## src/rtl/lbp_scan_ctrl_if.sv

```systemverilog
// Bus bundle for lbp_scan_ctrl: gray-memory read port plus LBP write port.
// master = the scan controller, slave = the host memories.
interface lbp_scan_ctrl_if #(
  parameter int ADDR_W = 14
);
  logic              gray_ready;
  logic [7:0]        gray_data;
  logic              gray_req;
  logic [ADDR_W-1:0] gray_addr;
  logic              lbp_valid;
  logic [ADDR_W-1:0] lbp_addr;
  logic [7:0]        lbp_data;
  logic              finish;

  modport master (
    input  gray_ready, gray_data,
    output gray_req, gray_addr, lbp_valid, lbp_addr, lbp_data, finish
  );

  modport slave (
    output gray_ready, gray_data,
    input  gray_req, gray_addr, lbp_valid, lbp_addr, lbp_data, finish
  );
endinterface

```

## src/rtl/lbp_scan_ctrl.sv

```systemverilog
// lbp_scan_ctrl: streaming LBP scheduler over an IMG_W x IMG_W 8-bit image.
// Fetches each interior pixel's 3x3 window (column-major, top/mid/bottom),
// then writes the 8-bit LBP code for the centre. No frame buffer.
// Optional feature macro LBP_SLIDE_EN: reuse the window along a row and
// fetch only the new right column (3 reads) instead of refilling (9 reads).
module lbp_scan_ctrl #(
  parameter int IMG_W  = 128,
  parameter int ADDR_W = 14
) (
  input logic            clk,
  input logic            reset,
  lbp_scan_ctrl_if.master bus
);
  localparam int LW = $clog2(IMG_W);
  localparam logic [LW-1:0] LAST = LW'(IMG_W - 2);

`ifdef LBP_SLIDE_EN
  localparam bit SLIDE = 1'b1;
`else
  localparam bit SLIDE = 1'b0;
`endif

  typedef enum logic [2:0] {
    S_IDLE, S_FILL, S_SHIFT, S_WAIT, S_WRITE, S_DONE
  } state_t;

  state_t            state_q, state_d;
  logic [LW-1:0]     row_q, row_d, col_q, col_d;
  // csel/rsel: window column (0=left..2=right) and row of the pending read
  logic [1:0]        csel_q, csel_d, rsel_q, rsel_d;
  // slot of the read accepted last edge; its data is captured this edge
  logic              pend_q, pend_d;
  logic [1:0]        pc_q, pc_d, pr_q, pr_d;
  logic              gray_req_q, gray_req_d;
  logic [ADDR_W-1:0] gray_addr_q, gray_addr_d;
  logic              lbp_valid_q, lbp_valid_d;
  logic [ADDR_W-1:0] lbp_addr_q, lbp_addr_d;
  logic [7:0]        lbp_data_q, lbp_data_d;
  logic              finish_q, finish_d;
  logic [7:0]        win_q [0:2][0:2];   // [column][row]
  logic [7:0]        code;
  logic              accept;

  assign accept = gray_req_q & bus.gray_ready;

  // Address of window cell (cs, rs) around centre (r, c); power-of-two width
  // makes row*IMG_W+col a plain concatenation.
  function automatic logic [ADDR_W-1:0] mk_addr(input logic [LW-1:0] r,
                                                input logic [LW-1:0] c,
                                                input logic [1:0] cs,
                                                input logic [1:0] rs);
    logic [LW-1:0] rr, cc;
    rr = r + LW'(rs) - LW'(1);
    cc = c + LW'(cs) - LW'(1);
    return {rr, cc};
  endfunction

  // LBP code: neighbour >= centre, bits TL,T,TR,L,R,BL,B,BR from bit 0 up.
  assign code = {win_q[2][2] >= win_q[1][1], win_q[1][2] >= win_q[1][1],
                 win_q[0][2] >= win_q[1][1], win_q[2][1] >= win_q[1][1],
                 win_q[0][1] >= win_q[1][1], win_q[2][0] >= win_q[1][1],
                 win_q[1][0] >= win_q[1][1], win_q[0][0] >= win_q[1][1]};

  // Next-state and registered-output logic.
  always_comb begin
    state_d     = state_q;
    row_d       = row_q;
    col_d       = col_q;
    csel_d      = csel_q;
    rsel_d      = rsel_q;
    pend_d      = accept;
    pc_d        = csel_q;
    pr_d        = rsel_q;
    gray_req_d  = gray_req_q;
    gray_addr_d = gray_addr_q;
    lbp_valid_d = 1'b0;
    lbp_addr_d  = lbp_addr_q;
    lbp_data_d  = lbp_data_q;
    finish_d    = finish_q;
    unique case (state_q)
      S_IDLE: begin
        if (bus.gray_ready) begin
          state_d     = S_FILL;
          gray_req_d  = 1'b1;
          csel_d      = 2'd0;
          rsel_d      = 2'd0;
          gray_addr_d = mk_addr(row_q, col_q, 2'd0, 2'd0);
        end
      end
      S_FILL, S_SHIFT: begin
        if (accept) begin
          if (csel_q == 2'd2 && rsel_q == 2'd2) begin
            gray_req_d = 1'b0;
            state_d    = S_WAIT;
          end else begin
            if (rsel_q == 2'd2) begin
              rsel_d = 2'd0;
              csel_d = csel_q + 2'd1;
            end else begin
              rsel_d = rsel_q + 2'd1;
            end
            gray_addr_d = mk_addr(row_q, col_q, csel_d, rsel_d);
          end
        end
      end
      // last datum is captured at the edge leaving WAIT
      S_WAIT: state_d = S_WRITE;
      S_WRITE: begin
        lbp_valid_d = 1'b1;
        lbp_addr_d  = {row_q, col_q};
        lbp_data_d  = code;
        if (col_q < LAST) begin
          col_d   = col_q + LW'(1);
          state_d = SLIDE ? S_SHIFT : S_FILL;
        end else if (row_q < LAST) begin
          row_d   = row_q + LW'(1);
          col_d   = LW'(1);
          state_d = S_FILL;
        end else begin
          state_d = S_DONE;
        end
        if (state_d != S_DONE) begin
          gray_req_d  = 1'b1;
          rsel_d      = 2'd0;
          csel_d      = (state_d == S_SHIFT) ? 2'd2 : 2'd0;
          gray_addr_d = mk_addr(row_d, col_d, csel_d, 2'd0);
        end
      end
      S_DONE:  finish_d = 1'b1;
      default: state_d = S_IDLE;
    endcase
  end

  // State and output registers.
  always_ff @(posedge clk) begin
    if (reset) begin
      state_q     <= S_IDLE;
      row_q       <= LW'(1);
      col_q       <= LW'(1);
      csel_q      <= 2'd0;
      rsel_q      <= 2'd0;
      pend_q      <= 1'b0;
      pc_q        <= 2'd0;
      pr_q        <= 2'd0;
      gray_req_q  <= 1'b0;
      gray_addr_q <= '0;
      lbp_valid_q <= 1'b0;
      lbp_addr_q  <= '0;
      lbp_data_q  <= '0;
      finish_q    <= 1'b0;
    end else begin
      state_q     <= state_d;
      row_q       <= row_d;
      col_q       <= col_d;
      csel_q      <= csel_d;
      rsel_q      <= rsel_d;
      pend_q      <= pend_d;
      pc_q        <= pc_d;
      pr_q        <= pr_d;
      gray_req_q  <= gray_req_d;
      gray_addr_q <= gray_addr_d;
      lbp_valid_q <= lbp_valid_d;
      lbp_addr_q  <= lbp_addr_d;
      lbp_data_q  <= lbp_data_d;
      finish_q    <= finish_d;
    end
  end

  // Window: slide left when moving to SHIFT, capture returning read data.
  always_ff @(posedge clk) begin
    if (reset) begin
      for (int c = 0; c < 3; c++)
        for (int r = 0; r < 3; r++)
          win_q[c][r] <= '0;
    end else begin
      if (state_q == S_WRITE && state_d == S_SHIFT) begin
        for (int r = 0; r < 3; r++) begin
          win_q[0][r] <= win_q[1][r];
          win_q[1][r] <= win_q[2][r];
        end
      end
      if (pend_q) win_q[pc_q][pr_q] <= bus.gray_data;
    end
  end

  assign bus.gray_req  = gray_req_q;
  assign bus.gray_addr = gray_addr_q;
  assign bus.lbp_valid = lbp_valid_q;
  assign bus.lbp_addr  = lbp_addr_q;
  assign bus.lbp_data  = lbp_data_q;
  assign bus.finish    = finish_q;
endmodule

```

## src/flat_wrapper.sv

```systemverilog
// flat-port wrapper written by rule: the top's interface ports become plain ports
module lbp_scan_ctrl_flat 
#(
  parameter int IMG_W  = 128,
  parameter int ADDR_W = 14
)
  (clk, reset, bus_gray_ready, bus_gray_data, bus_gray_req, bus_gray_addr, bus_lbp_valid, bus_lbp_addr, bus_lbp_data, bus_finish);
  lbp_scan_ctrl_if #(.ADDR_W(ADDR_W)) bus_i ();
  input logic clk;
  input logic reset;
  input wire logic [$bits(bus_i.gray_ready)-1:0] bus_gray_ready;
  input wire logic [$bits(bus_i.gray_data)-1:0] bus_gray_data;
  output wire logic [$bits(bus_i.gray_req)-1:0] bus_gray_req;
  output wire logic [$bits(bus_i.gray_addr)-1:0] bus_gray_addr;
  output wire logic [$bits(bus_i.lbp_valid)-1:0] bus_lbp_valid;
  output wire logic [$bits(bus_i.lbp_addr)-1:0] bus_lbp_addr;
  output wire logic [$bits(bus_i.lbp_data)-1:0] bus_lbp_data;
  output wire logic [$bits(bus_i.finish)-1:0] bus_finish;
  assign bus_i.gray_ready = bus_gray_ready;
  assign bus_i.gray_data = bus_gray_data;
  assign bus_gray_req = bus_i.gray_req;
  assign bus_gray_addr = bus_i.gray_addr;
  assign bus_lbp_valid = bus_i.lbp_valid;
  assign bus_lbp_addr = bus_i.lbp_addr;
  assign bus_lbp_data = bus_i.lbp_data;
  assign bus_finish = bus_i.finish;
  lbp_scan_ctrl #(.IMG_W(IMG_W), .ADDR_W(ADDR_W)) u_core (.clk(clk), .reset(reset), .bus(bus_i));
endmodule
```

## config.mk

```make
export PLATFORM = sky130hd
export DESIGN_NAME = lbp_scan_ctrl_flat
export DESIGN_NICKNAME = d
export VERILOG_FILES = /design/src/rtl/lbp_scan_ctrl_if.sv /design/src/rtl/lbp_scan_ctrl.sv /design/src/flat_wrapper.sv
export SDC_FILE = /design/constraint.sdc
export NUM_CORES = 1
export LEC_CHECK = 0
export ABC_AREA = 1
export CAP_MARGIN = 15
export CORE_MARGIN = 2
export CORE_UTILIZATION = 55
export CTS_BUF_LIST = sky130_fd_sc_hd__clkbuf_4 sky130_fd_sc_hd__clkbuf_8 sky130_fd_sc_hd__clkbuf_16
export DETAILED_ROUTE_END_ITERATION = 12
export PLACE_DENSITY = 0.83
export RECOVER_POWER = 100
export SYNTH_ARGS = -nofsm -noshare
export SYNTH_HDL_FRONTEND = slang
export SYNTH_SLANG_ARGS = --single-unit
```

## constraint.sdc

```tcl
create_clock -name clk -period 3.35 [get_ports clk]
set_input_delay 0.8375 -clock clk [delete_from_list [all_inputs] [get_ports clk]]
set_output_delay 0.8375 -clock clk [all_outputs]
set_load 0.05 [all_outputs]
```

==> impl_metrics.tcl <==
set metrics [dict create \
    period_minus_slack_ns 2.90 \
    synthCells 880 \
    drtIter0Drc 450 \
    fin_crit_sh 0.867 \
    clock.fmax_ghz 0.344 \
    start_util 0.559 \
    crit_path_start_kind "flop" \
    synth_seq_cells 137 \
    drv_slew 33 \
    synth-seq-area-share 0.452 \
    slew_headroom -0.178 \
    synth_warnings 0 \
    antenna_found_initial 0 \
    arrival_ns 3.26 \
    area_growth_syn_to_layout_pct 16.3 \
    grt_usage 0.262 \
    vias 6241 \
    fillers 1109 \
    drive_gt1_frac 0.0580 \
    dpl.hpwl_um 12200 \
    die_y_um 122 \
    root_buffer "clkbuf_16" \
    hold_class "flop to flop" \
    drt-pass1-iter-count 5 \
    layout_commonest_cell "nand2_1" \
    clock_sinks 137 \
    cp-end-kind "flop" \
    fin_nets 1043 \
    io-pin-count 50 \
    synth-edff-count 72 \
    required_ns 3.70 \
    core_area_mm2 0.0137 \
    p_leak_nw 4.03 \
    post_cts_buffers 0 \
    cts_buffers 17 \
    gr-total-overflow 0 \
    cts_tree "done" \
    wl_per_cell_um 16.2 \
    ctsHtreeMaxLevel 4 \
    multi_input_area_mm2 0.00366 \
    portBuffers 49 \
    avgViaCountPerCell 5.53 \
    cts.path.max_buffers 2 \
    synth_ff_type "edfxtp_1" \
    outcome "complete, but fails checks" \
    die_x_um 122 \
    synth_nets 988 \
    postRouteAntennaNets 0 \
    grt_pass1_wl_um 29400 \
    rsz0062_at_grt "false" \
    antenna_cells 0 \
    drt_wl_total_um 18300 \
    crit_fanout 7 \
    synth_area_per_cell_um2 8.71 \
    ys_async_sr_fraction 0 \
    worstSetupPathType "flop to flop" \
    finClkSkew_ns 0.00950 \
    worst_pin_slew_ns 1.77 \
    power_density_mw_per_mm2 457 \
    drc 0 \
    violations "max-capacitance violations, max-slew violations" \
    irDropWorstVdd_v 0.000436 \
    netlist_area_mm2 0.00766 \
    num_rows 43 \
    cts_resized 0 \
    regArea_mm2 0.00346 \
    die-area_mm2 0.0149 \
    clk_pin_slew_worst_paths_ns 0.06 \
    hold_ws_ns 0.457 \
    gp_congestion 0.883 \
    setup_tns_ns 0 \
    ctsHoldBuffers 0 \
    hold_viol_final 0 \
    clkLatencyLatePin_ns 0.42 \
    grt_max_degree 41 \
    drv_cap 1 \
    synth_cell_type_count 37 \
    mostFrequentLayoutCells "nand2_1, nor2_1, inv_1" \
    finalSetupViolCount 0 \
    grt_pass1_vias 6125 \
]
==> power by group <==
| group | internal (W) | switching, W |
|---|---|---|
| clock network | 0.00117 | 0.000738 |
| logic | 0.000103 | 0.000226 |
| registers | 0.00181 | 0.0000222 |
==> final timing paths <==
kind | startpoint | endpoint | slack [ns] | cells past startpoint
worst min register to register | u_core.bus.finish | u_core.bus.finish | 0.46 | 2
worst max-delay path | u_core.col_q[3] | u_core.bus.gray_addr[13] | 0.45 | 14
worst min-delay path | u_core.bus.finish | u_core.bus.finish | 0.46 | 2
worst max register to register | u_core.col_q[3] | u_core.bus.gray_addr[13] | 0.45 | 14
==> sequential cells by signal, indices dropped and copies added, names as in the netlist, 3 cells and up <==
register / cells
u_core.bus.lbp_addr: 14
u_core.bus.gray_addr: 14
u_core.win_q: 72
u_core.col_q: 7
u_core.row_q: 7
u_core.bus.lbp_data: 8
u_core.state_q: 3
==> layer usage <==
metal / track usage / wire (µm) / part of all wire / vias to the layer above
li1: - / - / - / 3076
met1: 0.312 / 7550 / 0.41 / 2909
met2: 0.446 / 9070 / 0.50 / 214
met3: 0.0627 / 1140 / 0.062 / 42
met4: 0.121 / 508 / 0.028 / 0
met5: 0 / 0 / 0 / -
==> synth_stat cells, drive strengths merged (3+ instances only) <==
cell type / count / area share
dfxtp: 65 / 0.17
nor3: 4 / 0.0026
edfxtp: 72 / 0.28
o31ai: 4 / 0.0039
o2111ai: 6 / 0.0069
xor2: 11 / 0.014
inv: 100 / 0.049
nand2: 149 / 0.078
clkbuf: 15 / 0.0073
ha: 95 / 0.16
nand4: 16 / 0.013
o21ai: 64 / 0.043
a21oi: 90 / 0.059
a31oi: 3 / 0.0024
nand3: 18 / 0.012
clkinv: 9 / 0.0044
or2: 3 / 0.0024
buf: 4 / 0.0033
a211oi: 4 / 0.0039
nor2: 138 / 0.075
==> critical path, cell delays in order, from the launching register on <==
cell and delay (ns):
dfxtp_1 0.48, ha_1 0.22, nand2_1 0.09, nor2_1 0.42
nand2_1 0.27, nor2_1 0.30, nand2_1 0.10, nand2_2 0.13
ha_1 0.19, nand3_1 0.12, nor2_4 0.14, nand3_1 0.09
nand2_1 0.07, nand3_1 0.06, a21oi_1 0.13
==> per-stage QoR <==
stage / total power [W] / utilization / setup slack, ns / cells / area [µm²]
2_1_floorplan: 0.00209 / - / 0.703 / 880 / 7660
3_3_place_gp: 0.00218 / 0.608 / 0.579 / 1096 / 8340
3_5_place_dp: 0.00219 / 0.608 / 0.486 / 1096 / 8340
4_1_cts: 0.00409 / 0.653 / 0.476 / 1128 / 8960
5_1_grt: 0.00421 / 0.649 / 0.153 / 1128 / 8910
6_report: 0.00407 / 0.649 / 0.446 / 1128 / 8910
==> cell type report <==
type	count	area share
Sequential cell	137	0.389
Clock buffer	22	0.0618
Multi-Input combinational cell	615	0.411
Tap cell	180	0.0253
Inverter	109	0.0459
Clock inverter	10	0.00800
Timing Repair Buffer	55	0.0594
==> logic make-up (layout without fill, tap and decap cells) <==
group                      Yosys count  in the layout  share of synthesized area
xor gates and xnor gates            13             13                     0.0158
adders and majority gates           97             97                      0.160
AOI/OAI and AO/OA                  176            176                      0.125
and+or+nand+nor                    329            329                      0.183
buffers and inverters              128            196                     0.0640
DFF                                137            137                      0.452
Note: power is estimated with default switching activity, not from simulation.
